===== src/rtl/pid_mc_core.sv =====
`default_nettype none
// ============================================================================
//  Module   : pid_mc_core
//  Purpose  : Time-multiplexed multi-channel PID engine. Oversample averaging,
//             PID with one shared multiplier, and min/max output clamping,
//             with per-channel state held in register arrays.
//  Revision : 1.0 - initial release
// ============================================================================
module pid_mc_core #(
    parameter int N_CHAN    = 8,
    parameter int W_CHAN    = 3,
    parameter int W_DIN     = 18,
    parameter int W_DOUT    = 16,
    parameter int W_COEF    = 16,
    parameter int FRAC      = 8,
    parameter int W_COMP    = 48,
    parameter int MAX_OS    = 8,
    parameter int W_WR_ADDR = 16,
    parameter int W_WR_CHAN = 16,
    parameter int W_WR_DATA = 48
) (
    input  logic                        clk_in,
    input  logic                        rst_in,
    input  logic                        dv_in,
    input  logic [W_CHAN-1:0]           chan_in,
    input  logic signed [W_DIN-1:0]     data_in,
    output logic                        rdy_out,
    input  logic                        wr_en,
    input  logic [W_WR_ADDR-1:0]        wr_addr,
    input  logic [W_WR_CHAN-1:0]        wr_chan,
    input  logic [W_WR_DATA-1:0]        wr_data,
    output logic                        dv_out,
    output logic [W_CHAN-1:0]           chan_out,
    output logic signed [W_DOUT-1:0]    data_out
);

    localparam int c_w_int  = W_COMP - W_COEF;   // integrator width
    localparam int c_w_isum = c_w_int + 1;       // integrator pre-saturation sum
    localparam int c_w_err  = W_DIN + 1;
    localparam int c_w_der  = W_DIN + 2;
    localparam int c_w_acc  = W_COMP + 2;
    localparam int c_w_prod = W_COEF + c_w_int;
    localparam int c_w_os   = $clog2(MAX_OS + 1);
    localparam int c_w_cnt  = MAX_OS + 1;
    localparam int c_w_sum  = W_DIN + MAX_OS;

    localparam logic [W_WR_ADDR-1:0] c_addr_sp  = W_WR_ADDR'(0);
    localparam logic [W_WR_ADDR-1:0] c_addr_kp  = W_WR_ADDR'(1);
    localparam logic [W_WR_ADDR-1:0] c_addr_ki  = W_WR_ADDR'(2);
    localparam logic [W_WR_ADDR-1:0] c_addr_kd  = W_WR_ADDR'(3);
    localparam logic [W_WR_ADDR-1:0] c_addr_os  = W_WR_ADDR'(4);
    localparam logic [W_WR_ADDR-1:0] c_addr_min = W_WR_ADDR'(5);
    localparam logic [W_WR_ADDR-1:0] c_addr_max = W_WR_ADDR'(6);
    localparam logic [W_WR_ADDR-1:0] c_addr_en  = W_WR_ADDR'(7);
    localparam logic [W_WR_ADDR-1:0] c_addr_clr = W_WR_ADDR'(8);

    typedef enum logic [2:0] {
        ST_IDLE = 3'd0,
        ST_ACC  = 3'd1,
        ST_ERR  = 3'd2,
        ST_MP   = 3'd3,
        ST_MI   = 3'd4,
        ST_MD   = 3'd5,
        ST_OUT  = 3'd6
    } state_t;

    // Per-channel configuration
    logic signed [W_DIN-1:0]   r_cfg_sp  [N_CHAN];
    logic signed [W_COEF-1:0]  r_cfg_kp  [N_CHAN];
    logic signed [W_COEF-1:0]  r_cfg_ki  [N_CHAN];
    logic signed [W_COEF-1:0]  r_cfg_kd  [N_CHAN];
    logic [c_w_os-1:0]         r_cfg_os  [N_CHAN];
    logic signed [W_DOUT-1:0]  r_cfg_min [N_CHAN];
    logic signed [W_DOUT-1:0]  r_cfg_max [N_CHAN];
    logic [N_CHAN-1:0]         r_cfg_en;

    // Per-channel running state
    logic signed [c_w_int-1:0] r_integ [N_CHAN];
    logic signed [c_w_err-1:0] r_eprev [N_CHAN];
    logic signed [c_w_sum-1:0] r_sum   [N_CHAN];
    logic [c_w_cnt-1:0]        r_cnt   [N_CHAN];

    // Working registers of the run in flight
    state_t                    r_state;
    logic                      r_rdy;
    logic                      r_dv;
    logic [W_CHAN-1:0]         r_chan_out;
    logic signed [W_DOUT-1:0]  r_data_out;
    logic [W_CHAN-1:0]         r_ch;
    logic signed [W_DIN-1:0]   r_sample;
    logic signed [W_DIN-1:0]   r_mean;
    logic signed [c_w_err-1:0] r_err;
    logic signed [c_w_der-1:0] r_deriv;
    logic signed [c_w_int-1:0] r_integ_w;
    logic signed [W_COEF-1:0]  r_kp, r_ki, r_kd;
    logic signed [W_DOUT-1:0]  r_omin, r_omax;
    logic signed [c_w_acc-1:0] r_acc;

    logic                      w_wr_hit, w_clr_hit, w_os_hit;
    logic [W_CHAN-1:0]         w_wr_ch;
    logic [c_w_os-1:0]         w_os_wr;
    logic [2**W_CHAN-1:0]      w_chan_ok;
    logic                      w_accept;
    logic signed [c_w_sum-1:0] w_sum_next;
    logic [c_w_cnt-1:0]        w_cnt_next;
    logic                      w_os_final, w_acc_kill;
    logic signed [c_w_err-1:0] w_err;
    logic signed [c_w_der-1:0] w_deriv;
    logic signed [c_w_isum-1:0] w_isum;
    logic signed [c_w_int-1:0] w_integ_sat;
    logic signed [W_COEF-1:0]  w_mul_a;
    logic signed [c_w_int-1:0] w_mul_b;
    logic signed [c_w_prod-1:0] w_prod;
    logic signed [c_w_acc-1:0] w_y;
    logic                      w_hi;
    logic signed [W_DOUT-1:0]  w_y_out;

    assign rdy_out  = r_rdy;
    assign dv_out   = r_dv;
    assign chan_out = r_chan_out;
    assign data_out = r_data_out;

    // Config bus decode; out-of-range channels never hit
    assign w_wr_hit  = wr_en && (wr_chan < W_WR_CHAN'(N_CHAN));
    assign w_wr_ch   = wr_chan[W_CHAN-1:0];
    assign w_clr_hit = w_wr_hit && (wr_addr == c_addr_clr);
    assign w_os_hit  = w_wr_hit && (wr_addr == c_addr_os);
    assign w_os_wr   = (wr_data > W_WR_DATA'(MAX_OS)) ? c_w_os'(MAX_OS) : wr_data[c_w_os-1:0];

    // Channel index is acceptable only if it exists and is enabled
    generate
        for (genvar gi = 0; gi < 2**W_CHAN; gi++) begin : g_chan_ok
            if (gi < N_CHAN) begin : g_valid
                assign w_chan_ok[gi] = r_cfg_en[gi];
            end else begin : g_invalid
                assign w_chan_ok[gi] = 1'b0;
            end
        end
    endgenerate

    assign w_accept = (r_state == ST_IDLE) && dv_in && r_rdy && w_chan_ok[chan_in];

    // Oversample accumulation for the sample held in r_sample
    assign w_sum_next = r_sum[r_ch] + c_w_sum'(r_sample);
    assign w_cnt_next = r_cnt[r_ch] + c_w_cnt'(1);
    assign w_os_final = (w_cnt_next == (c_w_cnt'(1) << r_cfg_os[r_ch]));
    // An os_log write or clear to this channel on the ACC edge discards the sample
    assign w_acc_kill = (w_clr_hit || w_os_hit) && (w_wr_ch == r_ch);

    // Error, derivative and integrator update
    assign w_err   = c_w_err'(r_cfg_sp[r_ch]) - c_w_err'(r_mean);
    assign w_deriv = c_w_der'(w_err) - c_w_der'(r_eprev[r_ch]);
    assign w_isum  = c_w_isum'(r_integ[r_ch]) + c_w_isum'(w_err);

    // Integrator saturates on signed overflow instead of wrapping
    always_comb begin
        w_integ_sat = c_w_int'(w_isum);
        if (w_isum[c_w_isum-1] != w_isum[c_w_int-1]) begin
            w_integ_sat = w_isum[c_w_isum-1] ? {1'b1, {(c_w_int-1){1'b0}}}
                                             : {1'b0, {(c_w_int-1){1'b1}}};
        end
    end

    // Shared multiplier operand select: P*e, I*integ, D*deriv
    always_comb begin
        w_mul_a = r_kd;
        w_mul_b = c_w_int'(r_deriv);
        if (r_state == ST_MP) begin
            w_mul_a = r_kp;
            w_mul_b = c_w_int'(r_err);
        end else if (r_state == ST_MI) begin
            w_mul_a = r_ki;
            w_mul_b = r_integ_w;
        end
    end

    assign w_prod = c_w_prod'(w_mul_a) * c_w_prod'(w_mul_b);
    assign w_y    = r_acc >>> FRAC;

    // Clamp to max first, then min, so min wins when limits cross
    always_comb begin
        w_hi    = (w_y > c_w_acc'(r_omax));
        w_y_out = W_DOUT'(w_y);
        if (w_hi) begin
            w_y_out = r_omax;
        end
        if ((w_hi ? c_w_acc'(r_omax) : w_y) < c_w_acc'(r_omin)) begin
            w_y_out = r_omin;
        end
    end

    // Configuration register file
    always_ff @(posedge clk_in or negedge rst_in) begin
        if (!rst_in) begin
            for (int i = 0; i < N_CHAN; i++) begin
                r_cfg_sp[i]  <= '0;
                r_cfg_kp[i]  <= '0;
                r_cfg_ki[i]  <= '0;
                r_cfg_kd[i]  <= '0;
                r_cfg_os[i]  <= '0;
                r_cfg_min[i] <= '0;
                r_cfg_max[i] <= '0;
            end
            r_cfg_en <= '0;
        end else if (w_wr_hit) begin
            case (wr_addr)
                c_addr_sp:  r_cfg_sp[w_wr_ch]  <= wr_data[W_DIN-1:0];
                c_addr_kp:  r_cfg_kp[w_wr_ch]  <= wr_data[W_COEF-1:0];
                c_addr_ki:  r_cfg_ki[w_wr_ch]  <= wr_data[W_COEF-1:0];
                c_addr_kd:  r_cfg_kd[w_wr_ch]  <= wr_data[W_COEF-1:0];
                c_addr_os:  r_cfg_os[w_wr_ch]  <= w_os_wr;
                c_addr_min: r_cfg_min[w_wr_ch] <= wr_data[W_DOUT-1:0];
                c_addr_max: r_cfg_max[w_wr_ch] <= wr_data[W_DOUT-1:0];
                c_addr_en:  r_cfg_en[w_wr_ch]  <= wr_data[0];
                default:    ;
            endcase
        end
    end

    // Per-channel running state; config strobes are applied last so they win
    always_ff @(posedge clk_in or negedge rst_in) begin
        if (!rst_in) begin
            for (int i = 0; i < N_CHAN; i++) begin
                r_integ[i] <= '0;
                r_eprev[i] <= '0;
                r_sum[i]   <= '0;
                r_cnt[i]   <= '0;
            end
        end else begin
            if (r_state == ST_ACC) begin
                if (w_os_final) begin
                    r_sum[r_ch] <= '0;
                    r_cnt[r_ch] <= '0;
                end else begin
                    r_sum[r_ch] <= w_sum_next;
                    r_cnt[r_ch] <= w_cnt_next;
                end
            end
            if (r_state == ST_ERR) begin
                r_integ[r_ch] <= w_integ_sat;
                r_eprev[r_ch] <= w_err;
            end
            if (w_clr_hit) begin
                r_integ[w_wr_ch] <= '0;
                r_eprev[w_wr_ch] <= '0;
                r_sum[w_wr_ch]   <= '0;
                r_cnt[w_wr_ch]   <= '0;
            end else if (w_os_hit) begin
                r_sum[w_wr_ch] <= '0;
                r_cnt[w_wr_ch] <= '0;
            end
        end
    end

    // Sequencer: accept, accumulate, error, three MACs, clamp and output
    always_ff @(posedge clk_in or negedge rst_in) begin
        if (!rst_in) begin
            r_state    <= ST_IDLE;
            r_rdy      <= 1'b0;
            r_dv       <= 1'b0;
            r_chan_out <= '0;
            r_data_out <= '0;
            r_ch       <= '0;
            r_sample   <= '0;
            r_mean     <= '0;
            r_err      <= '0;
            r_deriv    <= '0;
            r_integ_w  <= '0;
            r_kp       <= '0;
            r_ki       <= '0;
            r_kd       <= '0;
            r_omin     <= '0;
            r_omax     <= '0;
            r_acc      <= '0;
        end else begin
            r_dv <= 1'b0;
            case (r_state)
                ST_IDLE: begin
                    if (w_accept) begin
                        r_ch     <= chan_in;
                        r_sample <= data_in;
                        r_rdy    <= 1'b0;
                        r_state  <= ST_ACC;
                    end else begin
                        r_rdy <= 1'b1;
                    end
                end
                ST_ACC: begin
                    if (w_acc_kill || !w_os_final) begin
                        r_rdy   <= 1'b1;
                        r_state <= ST_IDLE;
                    end else begin
                        r_mean  <= W_DIN'(w_sum_next >>> r_cfg_os[r_ch]);
                        r_state <= ST_ERR;
                    end
                end
                ST_ERR: begin
                    r_kp      <= r_cfg_kp[r_ch];
                    r_ki      <= r_cfg_ki[r_ch];
                    r_kd      <= r_cfg_kd[r_ch];
                    r_omin    <= r_cfg_min[r_ch];
                    r_omax    <= r_cfg_max[r_ch];
                    r_err     <= w_err;
                    r_deriv   <= w_deriv;
                    r_integ_w <= w_integ_sat;
                    r_state   <= ST_MP;
                end
                ST_MP: begin
                    r_acc   <= c_w_acc'(w_prod);
                    r_state <= ST_MI;
                end
                ST_MI: begin
                    r_acc   <= r_acc + c_w_acc'(w_prod);
                    r_state <= ST_MD;
                end
                ST_MD: begin
                    r_acc   <= r_acc + c_w_acc'(w_prod);
                    r_state <= ST_OUT;
                end
                ST_OUT: begin
                    r_dv       <= 1'b1;
                    r_chan_out <= r_ch;
                    r_data_out <= w_y_out;
                    r_rdy      <= 1'b1;
                    r_state    <= ST_IDLE;
                end
                default: begin
                    r_rdy   <= 1'b0;
                    r_state <= ST_IDLE;
                end
            endcase
        end
    end

endmodule
`default_nettype wire


===== config.mk =====
export PLATFORM = sky130hd
export DESIGN_NAME = pid_mc_core
export DESIGN_NICKNAME = d
export VERILOG_FILES = /design/src/rtl/pid_mc_core.sv
export SDC_FILE = /design/constraint.sdc
export NUM_CORES = 2
export LEC_CHECK = 0
export BUFFER_PORTS_ARGS = -buffer_cell sky130_fd_sc_hd__buf_2
export CAP_MARGIN = 20
export CORE_ASPECT_RATIO = 1.25
export CORE_MARGIN = 2
export CORE_UTILIZATION = 43
export DETAILED_ROUTE_END_ITERATION = 16
export HOLD_SLACK_MARGIN = 0.08
export PLACE_DENSITY_LB_ADDON = 0.08
export SLEW_MARGIN = 10
export SYNTH_ARGS = -nofsm -noshare
export SYNTH_HDL_FRONTEND = slang
export SYNTH_SLANG_ARGS = --single-unit

===== constraint.sdc =====
create_clock -name clk_in -period 11.35 [get_ports clk_in]
set_input_delay 0.5675 -clock clk_in [delete_from_list [all_inputs] [get_ports clk_in]]
set_output_delay 0.5675 -clock clk_in [all_outputs]
set_load 0.01 [all_outputs]

==> metrics.cfg <==
[critical_path]
cp-start-kind=flip-flop
worst-path-max-fanout=48
cpPeakStageDelay_ns=0.65
critPathSlowestCell=o21ai_2
cp.arrival_ns=11.59
endpoint_kind=flip-flop
crit_top_cell=fa_1
critPathRequiredTime_ns=12.14
crit_type=flip-flop to flip-flop

[synth]
synth_flop_cell=dfrtp_1
yosys_warnings=0
synth_top_area_share_pct=41.65
ys_top_cells_by_count=dfrtp_1, nor2_1, nand2_1
syn-num-nets=11740
synth_edf_count=0
synth_area_um2=106700
syn_area_per_cell_um2=9.883
synth_area_leaders=dfrtp_1, mux2_2, fa_1
synth-seq-area-share_pct=41.65
yosysTopAreaCell=dfrtp_1
synth-seq-cells=1776
yosysMostFrequentCell=dfrtp_1
syn_inst=10800
yosysUniqueCellTypes=91
async_reset_ff_share_pct=100.0

[placement]
io_buffer_count=125
dp_hpwl_um=249800
gp_congestion=0.9083
placed_area_um2=111400

[die]
design.core.area_um2=246800
io_pins=126
die_area_um2=252200
start_util_pct=43.23
die_h_um=560.9
rows=204
fp.dieW_um=449.6

[sta]
relSlewSlack_pct=10.84
maxSlewViolCount=0
final.period_utilization_pct=95.17
tns_ns=0
tightest_slew_ns=1.337
hold_viol_final=0
setup_violations=0
rsz0062_at_grt=no
timing.fmax_ghz=0.09258
fin_worst_skew_ns=0.08799
period_needed_ns=10.80

[run_status]
status=completed

[route]
antenna_left=0
drc=0
wl_um=382600
first_pass_iters=7
vias=84460
wl_per_cell_um=27.03
viasPerCell=5.967
drtIter0Drc=7023

[clock_tree]
clock-root-buffer=clkbuf_16
post_cts_buffers=0
clkTransAtPathRegs_ns=0.06
clock_latency_ns=0.90
cts_buffers=193
clock_sinks=1776
htreeDepth=4
cts_tree=built
clockBufferDepth=4

[power]
p_per_area_nw_per_um2=251.0
peakVddDrop_uv=270.1
leakage_nw=55.67

[final_layout]
post-route-util_pct=47.93
final_layout_size_suffix_gt1_share_pct=17.00
syn2layout_area_growth_pct=10.87
nets=11640
final_area_um2=118300

[global_route]
gr-total-overflow=0
grt_pass1_vias=85540
antenna_found_initial=17
grt_first_pass_wirelength_um=567800
grt_max_degree=214
grt_util_all_layers_pct=29.80

[run]
maxCapViolCount=0

[min_path]
min_path_type=input pin to flip-flop

-- power breakdown --
| part | total [mW] | switching, mW | internal, mW | leakage [nW] |
|---|---|---|---|---|
| sequential | 7.86 | 0.658 | 7.20 | 22.8 |
| combinational | 15.4 | 10.4 | 4.93 | 29.7 |
| clock | 6.48 | 2.72 | 3.76 | 3.12 |
| total | 29.7 | 13.8 | 15.9 | 55.7 |
-- per-layer routing --
metal / track usage, % / part of all wire, % / vias to the layer above
met5: 0 / 0.0034 / -
met4: 12.55 / 4.6 / 2
met3: 3.554 / 5.5 / 726
met2: 49.25 / 47 / 2934
met1: 39.67 / 42 / 43550
li1: - / - / 37250
-- repair_timing --
action / 4_1_cts / 5_1_grt
resized for setup: 0 / 16
hold buffers: 24 / 0
setup endpoints to repair: 0 / 1
endpoints found under the hold margin: 163 / 0
-- registers in the layout, indices dropped and copies added, names as in the netlist, 19 cells and up --
name / cells
r_cfg_kp: 128
r_eprev: 152
r_deriv: 20
r_cfg_max: 128
r_cnt: 72
r_cfg_min: 128
r_acc: 50
r_sum: 208
r_cfg_kd: 128
r_err: 19
r_cfg_sp: 144
r_integ_w: 32
r_integ: 256
r_cfg_ki: 128
r_cfg_os: 32
-- final timing paths --
| path | from | to | slack [ns] | cells after the start |
|---|---|---|---|---|
| min in group asynchronous | rst_in | r_cfg_max[96]$_DFFE_PN0P_ | 0.32 | 2 |
| max reg2reg | r_state[1]$_DFFE_PN0N_ | r_acc[49]$_DFFE_PN0N_ | 0.55 | 40 |
| max in group asynchronous | rst_in | r_integ[221]$_DFF_PN0_ | 8.18 | 5 |
| min | dv_in | r_ch[2]$_DFFE_PN0P_ | 0.20 | 5 |
| min reg2reg | data_out[1]$_DFFE_PN0P_ | data_out[1]$_DFFE_PN0P_ | 0.48 | 2 |
| max | r_state[1]$_DFFE_PN0N_ | r_acc[49]$_DFFE_PN0N_ | 0.55 | 40 |
-- worst max-delay path: cells and delay by family, from the launching register on --
family          cells  cell delay (ns)
compound gates     13             3.75
xor+xnor            2             0.36
fa+ha+maj           8             3.47
buf+inv             6             0.82
flops               1             0.50
mux                 1             0.16
simple gates       10             1.65
-- through the flow --
step	std cells	worst slack (ns)	total power, mW	hold slack, ns
6_report	14150	0.5482	29.69	0.1961
5_1_grt	14150	0.01626	31.41	0.2324
4_1_cts	14130	0.4576	29.69	0.1699
3_5_place_dp	13770	0.4148	23.13	0.4692
3_3_place_gp	13760	0.6131	22.91	0.4575
2_1_floorplan	10800	1.673	17.41	0.2719
-- kinds of logic after synthesis --
group                    share of synthesized area [%]
AO/OA/AOI/OAI                                    15.21
XOR/XNOR                                         1.476
adder cells (fa/ha/maj)                          13.29
buffers and inverters                            5.276
flip-flops                                       41.65
multiplexers                                     11.50
AND/OR/NAND/NOR                                  11.60
-- cell type report --
| class | instances | area [µm²] |
|---|---|---|
| Antenna cell | 13 | 32.53 |
| Fill cell | 23150 | 128500 |
| Inverter | 699 | 2631 |
| Sequential cell | 1776 | 44450 |
| Multi-Input combinational cell | 7560 | 57140 |
| Tap cell | 3296 | 4124 |
| Timing Repair Buffer | 469 | 3560 |
| Clock buffer | 282 | 5689 |
| Clock inverter | 58 | 669.4 |
-- cell usage in the layout, fill, tap and decap left out, types with 112 or more instances in the layout --
cell type,count
a21o_1,157
a21oi_1,609
a221oi_1,151
a22oi_1,410
buf_2,124
buf_4,293
clkbuf_16,197
dfrtp_1,1773
fa_1,491
ha_1,345
inv_1,693
mux2_2,905
mux2i_1,135
nand2_1,988
nand3_1,289
nor2_1,1176
o21ai_0,554
o22ai_1,217
xnor2_1,112
Note: power is estimated with default switching activity, not from simulation.
